$ cat src/rtl/medidor_pkg.sv
`default_nettype none
// +----------------------------------------------------------------------+
// | medidor_pkg: states and default constants for the measurement       |
// | sequencer.                              Rev 1.0                      |
// +----------------------------------------------------------------------+
package medidor_pkg;

  localparam int OUT_WIDTH_DEF   = 32;
  localparam int SEL_WIDTH_DEF   = 8;
  localparam int SETTLE_DEF      = 16;
  localparam int CLR_TIMEOUT_DEF = 1024;

  typedef enum logic [2:0] {
    ST_IDLE    = 3'd0,
    ST_SETTLE  = 3'd1,
    ST_MEASURE = 3'd2,
    ST_OUTPUT  = 3'd3,
    ST_CLEAR   = 3'd4
  } estado_t;

  // The counter is loaded with (cycles - 1), so clog2 of the larger wait suffices.
  function automatic int ancho_contador(input int a, input int b);
    int m;
    m = (a > b) ? a : b;
    return (m > 1) ? $clog2(m) : 1;
  endfunction

endpackage
`default_nettype wire

$ cat src/rtl/contador_espera.sv
`default_nettype none
// +----------------------------------------------------------------------+
// | contador_espera: loadable down-counter shared by the settle and      |
// | clear-timeout waits.                    Rev 1.0                      |
// +----------------------------------------------------------------------+
module contador_espera #(
  parameter int WIDTH = 8
) (
  input  logic             clock,
  input  logic             reset_n,
  input  logic             load,
  input  logic [WIDTH-1:0] load_val,
  input  logic             dec,
  output logic             zero
);

  logic [WIDTH-1:0] cnt_q;
  logic [WIDTH-1:0] cnt_d;

  always_comb begin
    cnt_d = cnt_q;
    if (load) begin
      cnt_d = load_val;
    end else if (dec && (cnt_q != '0)) begin
      cnt_d = cnt_q - WIDTH'(1);
    end
  end

  always_ff @(posedge clock or negedge reset_n) begin
    if (!reset_n) begin
      cnt_q <= '0;
    end else begin
      cnt_q <= cnt_d;
    end
  end

  assign zero = (cnt_q == '0);

endmodule
`default_nettype wire

$ cat src/rtl/secuenciador_medidas.sv
`default_nettype none
// +----------------------------------------------------------------------+
// | secuenciador_medidas: sweeps an oscillator mux through an external  |
// | frequency meter and streams one count per oscillator.  Rev 1.0       |
// +----------------------------------------------------------------------+
module secuenciador_medidas
  import medidor_pkg::*;
#(
  parameter int OUT_WIDTH   = OUT_WIDTH_DEF,
  parameter int SEL_WIDTH   = SEL_WIDTH_DEF,
  parameter int SETTLE      = SETTLE_DEF,
  parameter int CLR_TIMEOUT = CLR_TIMEOUT_DEF
) (
  input  logic                 clock,
  input  logic                 reset_n,
  input  logic                 start,
  input  logic [SEL_WIDTH-1:0] n_osc,
  input  logic [4:0]           resol_in,
  output logic [SEL_WIDTH-1:0] sel,
  output logic                 meas_enable,
  output logic [4:0]           meas_resol,
  input  logic                 meas_lock,
  input  logic [OUT_WIDTH-1:0] meas_out,
  output logic [OUT_WIDTH-1:0] data,
  output logic [SEL_WIDTH-1:0] data_idx,
  output logic                 data_valid,
  input  logic                 data_ready,
  output logic                 busy,
  output logic                 done,
  output logic                 timeout_err
);

  localparam int CNT_W = ancho_contador(SETTLE, CLR_TIMEOUT);
  localparam logic [CNT_W-1:0] SETTLE_LOAD = CNT_W'(SETTLE - 1);
  localparam logic [CNT_W-1:0] CLR_LOAD    = CNT_W'(CLR_TIMEOUT - 1);

  estado_t                state_q, state_d;
  logic [SEL_WIDTH-1:0]   idx_q, idx_d;
  logic [SEL_WIDTH-1:0]   n_osc_q, n_osc_d;
  logic [4:0]             resol_q, resol_d;
  logic [OUT_WIDTH-1:0]   data_q, data_d;
  logic [SEL_WIDTH-1:0]   data_idx_q, data_idx_d;
  logic                   done_q, done_d;
  logic                   timeout_q, timeout_d;

  logic                   cnt_load;
  logic [CNT_W-1:0]       cnt_load_val;
  logic                   cnt_dec;
  logic                   cnt_zero;
  logic [SEL_WIDTH-1:0]   last_idx;

  assign last_idx = n_osc_q - SEL_WIDTH'(1);

  contador_espera #(
    .WIDTH (CNT_W)
  ) u_espera (
    .clock    (clock),
    .reset_n  (reset_n),
    .load     (cnt_load),
    .load_val (cnt_load_val),
    .dec      (cnt_dec),
    .zero     (cnt_zero)
  );

  always_comb begin
    state_d      = state_q;
    idx_d        = idx_q;
    n_osc_d      = n_osc_q;
    resol_d      = resol_q;
    data_d       = data_q;
    data_idx_d   = data_idx_q;
    done_d       = 1'b0;
    timeout_d    = timeout_q;
    cnt_load     = 1'b0;
    cnt_load_val = SETTLE_LOAD;
    cnt_dec      = 1'b0;

    unique case (state_q)
      ST_IDLE: begin
        if (start) begin
          if (n_osc == '0) begin
            done_d = 1'b1;
          end else begin
            n_osc_d   = n_osc;
            resol_d   = resol_in;
            idx_d     = '0;
            timeout_d = 1'b0;
            cnt_load  = 1'b1;
            state_d   = ST_SETTLE;
          end
        end
      end
      ST_SETTLE: begin
        if (cnt_zero) state_d = ST_MEASURE;
        else          cnt_dec = 1'b1;
      end
      ST_MEASURE: begin
        // The meter keeps counting while locked: only the first lock cycle is valid.
        if (meas_lock) begin
          data_d     = meas_out;
          data_idx_d = idx_q;
          state_d    = ST_OUTPUT;
        end
      end
      ST_OUTPUT: begin
        if (data_ready) begin
          cnt_load     = 1'b1;
          cnt_load_val = CLR_LOAD;
          state_d      = ST_CLEAR;
        end
      end
      ST_CLEAR: begin
        if (!meas_lock || cnt_zero) begin
          if (meas_lock) timeout_d = 1'b1;
          if (idx_q == last_idx) begin
            done_d  = 1'b1;
            state_d = ST_IDLE;
          end else begin
            idx_d    = idx_q + SEL_WIDTH'(1);
            cnt_load = 1'b1;
            state_d  = ST_SETTLE;
          end
        end else begin
          cnt_dec = 1'b1;
        end
      end
      default: state_d = ST_IDLE;
    endcase
  end

  always_ff @(posedge clock or negedge reset_n) begin
    if (!reset_n) begin
      state_q    <= ST_IDLE;
      idx_q      <= '0;
      n_osc_q    <= '0;
      resol_q    <= '0;
      data_q     <= '0;
      data_idx_q <= '0;
      done_q     <= 1'b0;
      timeout_q  <= 1'b0;
    end else begin
      state_q    <= state_d;
      idx_q      <= idx_d;
      n_osc_q    <= n_osc_d;
      resol_q    <= resol_d;
      data_q     <= data_d;
      data_idx_q <= data_idx_d;
      done_q     <= done_d;
      timeout_q  <= timeout_d;
    end
  end

  // idx only moves on entry to SETTLE, so it doubles as the mux select.
  assign sel         = idx_q;
  assign meas_enable = (state_q == ST_MEASURE);
  assign data_valid  = (state_q == ST_OUTPUT);
  assign busy        = (state_q != ST_IDLE);
  assign meas_resol  = resol_q;
  assign data        = data_q;
  assign data_idx    = data_idx_q;
  assign done        = done_q;
  assign timeout_err = timeout_q;

endmodule
`default_nettype wire

$ cat config.mk
export PLATFORM = sky130hd
export DESIGN_NAME = secuenciador_medidas
export DESIGN_NICKNAME = d
export VERILOG_FILES = /design/src/rtl/medidor_pkg.sv /design/src/rtl/contador_espera.sv /design/src/rtl/secuenciador_medidas.sv
export SDC_FILE = /design/constraint.sdc
export NUM_CORES = 1
export LEC_CHECK = 0
export CAP_MARGIN = 20
export CORE_UTILIZATION = 50
export CTS_CLUSTER_DIAMETER = 120
export DETAILED_ROUTE_END_ITERATION = 10
export PLACE_DENSITY_LB_ADDON = 0.08
export SKIP_CTS_REPAIR_TIMING = 1
export SYNTH_ARGS = -nofsm -noshare
export SYNTH_HDL_FRONTEND = slang
export SYNTH_SLANG_ARGS = --single-unit
$ cat constraint.sdc
create_clock -name clock -period 3.35 [get_ports clock]
set_input_delay 0.67 -clock clock [delete_from_list [all_inputs] [get_ports clock]]
set_output_delay 0.67 -clock clock [all_outputs]
set_load 0.02 [all_outputs]
==> out/metrics.yaml <==
sta:
  setup_slack_ps: 603
  slew_headroom: 0.363
  fin_crit_sh: 0.820
  hold_viol: 0
  fin_crit_ps: 2750
  slew_violations: 0
  max_freq_mhz: 364
  tns_ps: 0
  setup_viol: 0
  rsz0062_at_grt: "false"
  fin_skew_ps: 10.4
  worstMarginPinSlew_ps: 955
  hold_slack_ps: 430
clock_network:
  clock-root-buffer: "clkbuf_8"
  cts.clk_slew.worst_paths_ps: 80
  cts.htree.levels: 3
  numCtsBuffers: 9
  cts_sinks: 76
  worstSkewPairLatency_ps: 350
  ctsLongestPathBuffers: 2
  cts_tree: "yes"
floorplan:
  ios: 108
  core_area_mm2: 0.00679
  die-width_um: 85.9
  initial_utilization: 0.518
  dieArea_mm2: 0.00738
  num_rows: 30
  die_h_um: 85.9
critical_path:
  cp-start-kind: "flop"
  endpoint_kind: "flop"
  crit_fanout: 12
  crit_type: "flop to flop"
  cp_data_arrival_time_ps: 2990
  required_ps: 3590
  ff2ff_path_depth: 9
detailed_routing:
  vias_per_cell: 5.31
  wl_met1_mm: 3.54
  first_iter_violations: 160
  dr_wl_met3_um: 638
  drt_wl_total_mm: 8.05
  drc: 0
  antenna_left: 0
  dr.max_layer_used: "met4"
  via_count: 2696
  post_drt_wl_per_cell_um: 15.9
  firstDrtPassIters: 4
  met2_length_mm: 3.78
logic_synthesis:
  async_flop_share: 1.00
  synthesis.area_mm2: 0.00352
  synth-seq-cells: 76
  synth_area_leaders: "dfrtp_1 (54%), mux2_2 (16%), nand2_1 (3.3%), xnor2_1 (3.2%), a21oi_1 (1.8%)"
  synth-edff-count: 0
  yosys.area.top_type_share: 0.540
  ys.flop_type: "dfrtp_1"
  post_synth_num_cell_types: 44
  ys_seq_area_frac: 0.540
  synthCells: 299
  yosys_warnings: 0
  synth_nets: 352
  syn_area_per_cell_um2: 11.8
  synth_top_cell_by_area: "dfrtp_1"
global_routing:
  grt_max_degree: 77
  gr-usage-all-layers: 0.234
  antenna_found_initial: 0
  grt_remaining_overflow: 0
  first_global_vias: 2757
  grt_pass1_wl_mm: 13.3
placed_design:
  place_ws_ps: 599
  place_congestion: 0.778
  numPortBuffers: 107
  dp_hpwl_mm: 5.45
  dpl-instance-area_mm2: 0.00469
layout:
  drive_gt1_frac: 0.192
  syn_to_final_growth_pct: 39.0
  layout.nets: 460
  fill_cells: 494
  antenna_cells: 0
  final_area_mm2: 0.00489
min_path:
  min_path_type: "primary input to asynchronous set/reset pin"
pwr:
  total_power_mw: 4.25
  p_leak_nw: 2.03
  powerDensity_mw_per_mm2: 869
  peakVddDrop_mv: 0.537
outcome:
  status: "finished, final reports clean"
flow_run:
  cap_violations: 0
## critical path: stages, from the launching register on
cell and delay [ps]:
dfrtp_1 390, inv_1 120, ha_1 170, or4b_4 470, or3_4 410, nand2_4 110, nand3_4 90, a21oi_2 400
nor2_1 190, mux2_2 300
## routing by layer
metal / track usage / up-vias
li1: - / 1272
met1: 0.301 / 1325
met5: 0 / -
met4: 0.102 / 0
met3: 0.0760 / 10
met2: 0.364 / 89
## path summary, 6_finish.rpt
path / startpoint / endpoint / slack, ps
setup / recovery: u_espera.cnt_q[0] / sel[0] / 600
hold / removal: reset_n / n_osc_q[3] / 430
setup reg to reg: u_espera.cnt_q[0] / sel[0] / 600
hold reg to reg: meas_resol[1] / meas_resol[1] / 480
max in group asynchronous: reset_n / data[14] / 2260
min in group clock: meas_resol[1] / meas_resol[1] / 480
## report_power, final
part / internal [mW] / total, mW / switching (mW)
registers: 1.28 / 1.58 / 0.305
clock network: 0.383 / 0.722 / 0.339
logic: 0.998 / 1.95 / 0.949
total: 2.66 / 4.25 / 1.59
## cell families (layout without fill, tap and decap cells)
family | count (synthesis) | in the layout | share of synthesized area
and+or+nand+nor | 96 | 96 | 0.147
DFF | 76 | 76 | 0.540
muxes | 52 | 52 | 0.165
AOI/OAI and AO/OA | 31 | 31 | 0.0632
buffers and inverters | 22 | 135 | 0.0266
xor gates and xnor gates | 19 | 19 | 0.0472
adders and majority gates | 3 | 3 | 0.0107
## layout by cell type, fill, tap and decap left out, types with 2 or more instances in the layout
master	instances
a21oi_1	13
a31oi_1	2
a41oi_1	2
and2_1	2
buf_4	3
clkbuf_8	11
clkdlybuf4s50_1	106
clkinv_2	2
dfrtp_1	76
ha_1	3
inv_1	9
mux2_2	49
mux2i_1	3
nand2_1	31
nand2b_1	5
nand3_1	10
nand3b_1	3
nand4_1	4
nor2_1	12
nor3_1	9
nor4_1	5
o21a_1	2
o21ai_0	6
or3_1	2
xnor2_1	13
xor2_1	6
## final cells by class
class,count,area (um^2),share of cell area
clock buffer,12,155,0.0317
clock inverter,4,47.5,0.00971
inverter,9,33.8,0.00690
multi-input combinational,201,1530,0.313
sequential,76,1900,0.389
tap,96,120,0.0245
timing repair buffer,110,1100,0.225
## registers in the layout, indices dropped and copies added, names as in the netlist
signal          count
u_espera.cnt_q     10
state_q             3
timeout_err         1
n_osc_q             8
data_idx            8
data               32
sel                 8
done                1
meas_resol          5
## stage by stage
stage                     instances   util
after CTS                       508  0.720
after detailed placement        492  0.691
final                           508  0.720
after global routing            508  0.720
after floorplan                 299      -
after global placement          492  0.691
## synthesized netlist by cell type, types with 2 or more instances
library cell and n:
buf_2 3, nand2b_1 5, clkbuf_1 9, mux2_2 49, ha_1 3, nand2_1 31
nand4_1 4, nor2_1 12, a41oi_1 2, nand3b_1 3, inv_1 9, mux2i_1 3
o21ai_0 6, xor2_1 6, or3_1 2, dfrtp_1 76, nand3_1 10, a21oi_1 13
and2_1 2, nor4_1 5, o21a_1 2, a31oi_1 2, xnor2_1 13, nor3_1 9
Power figures use the tool's default switching activity.
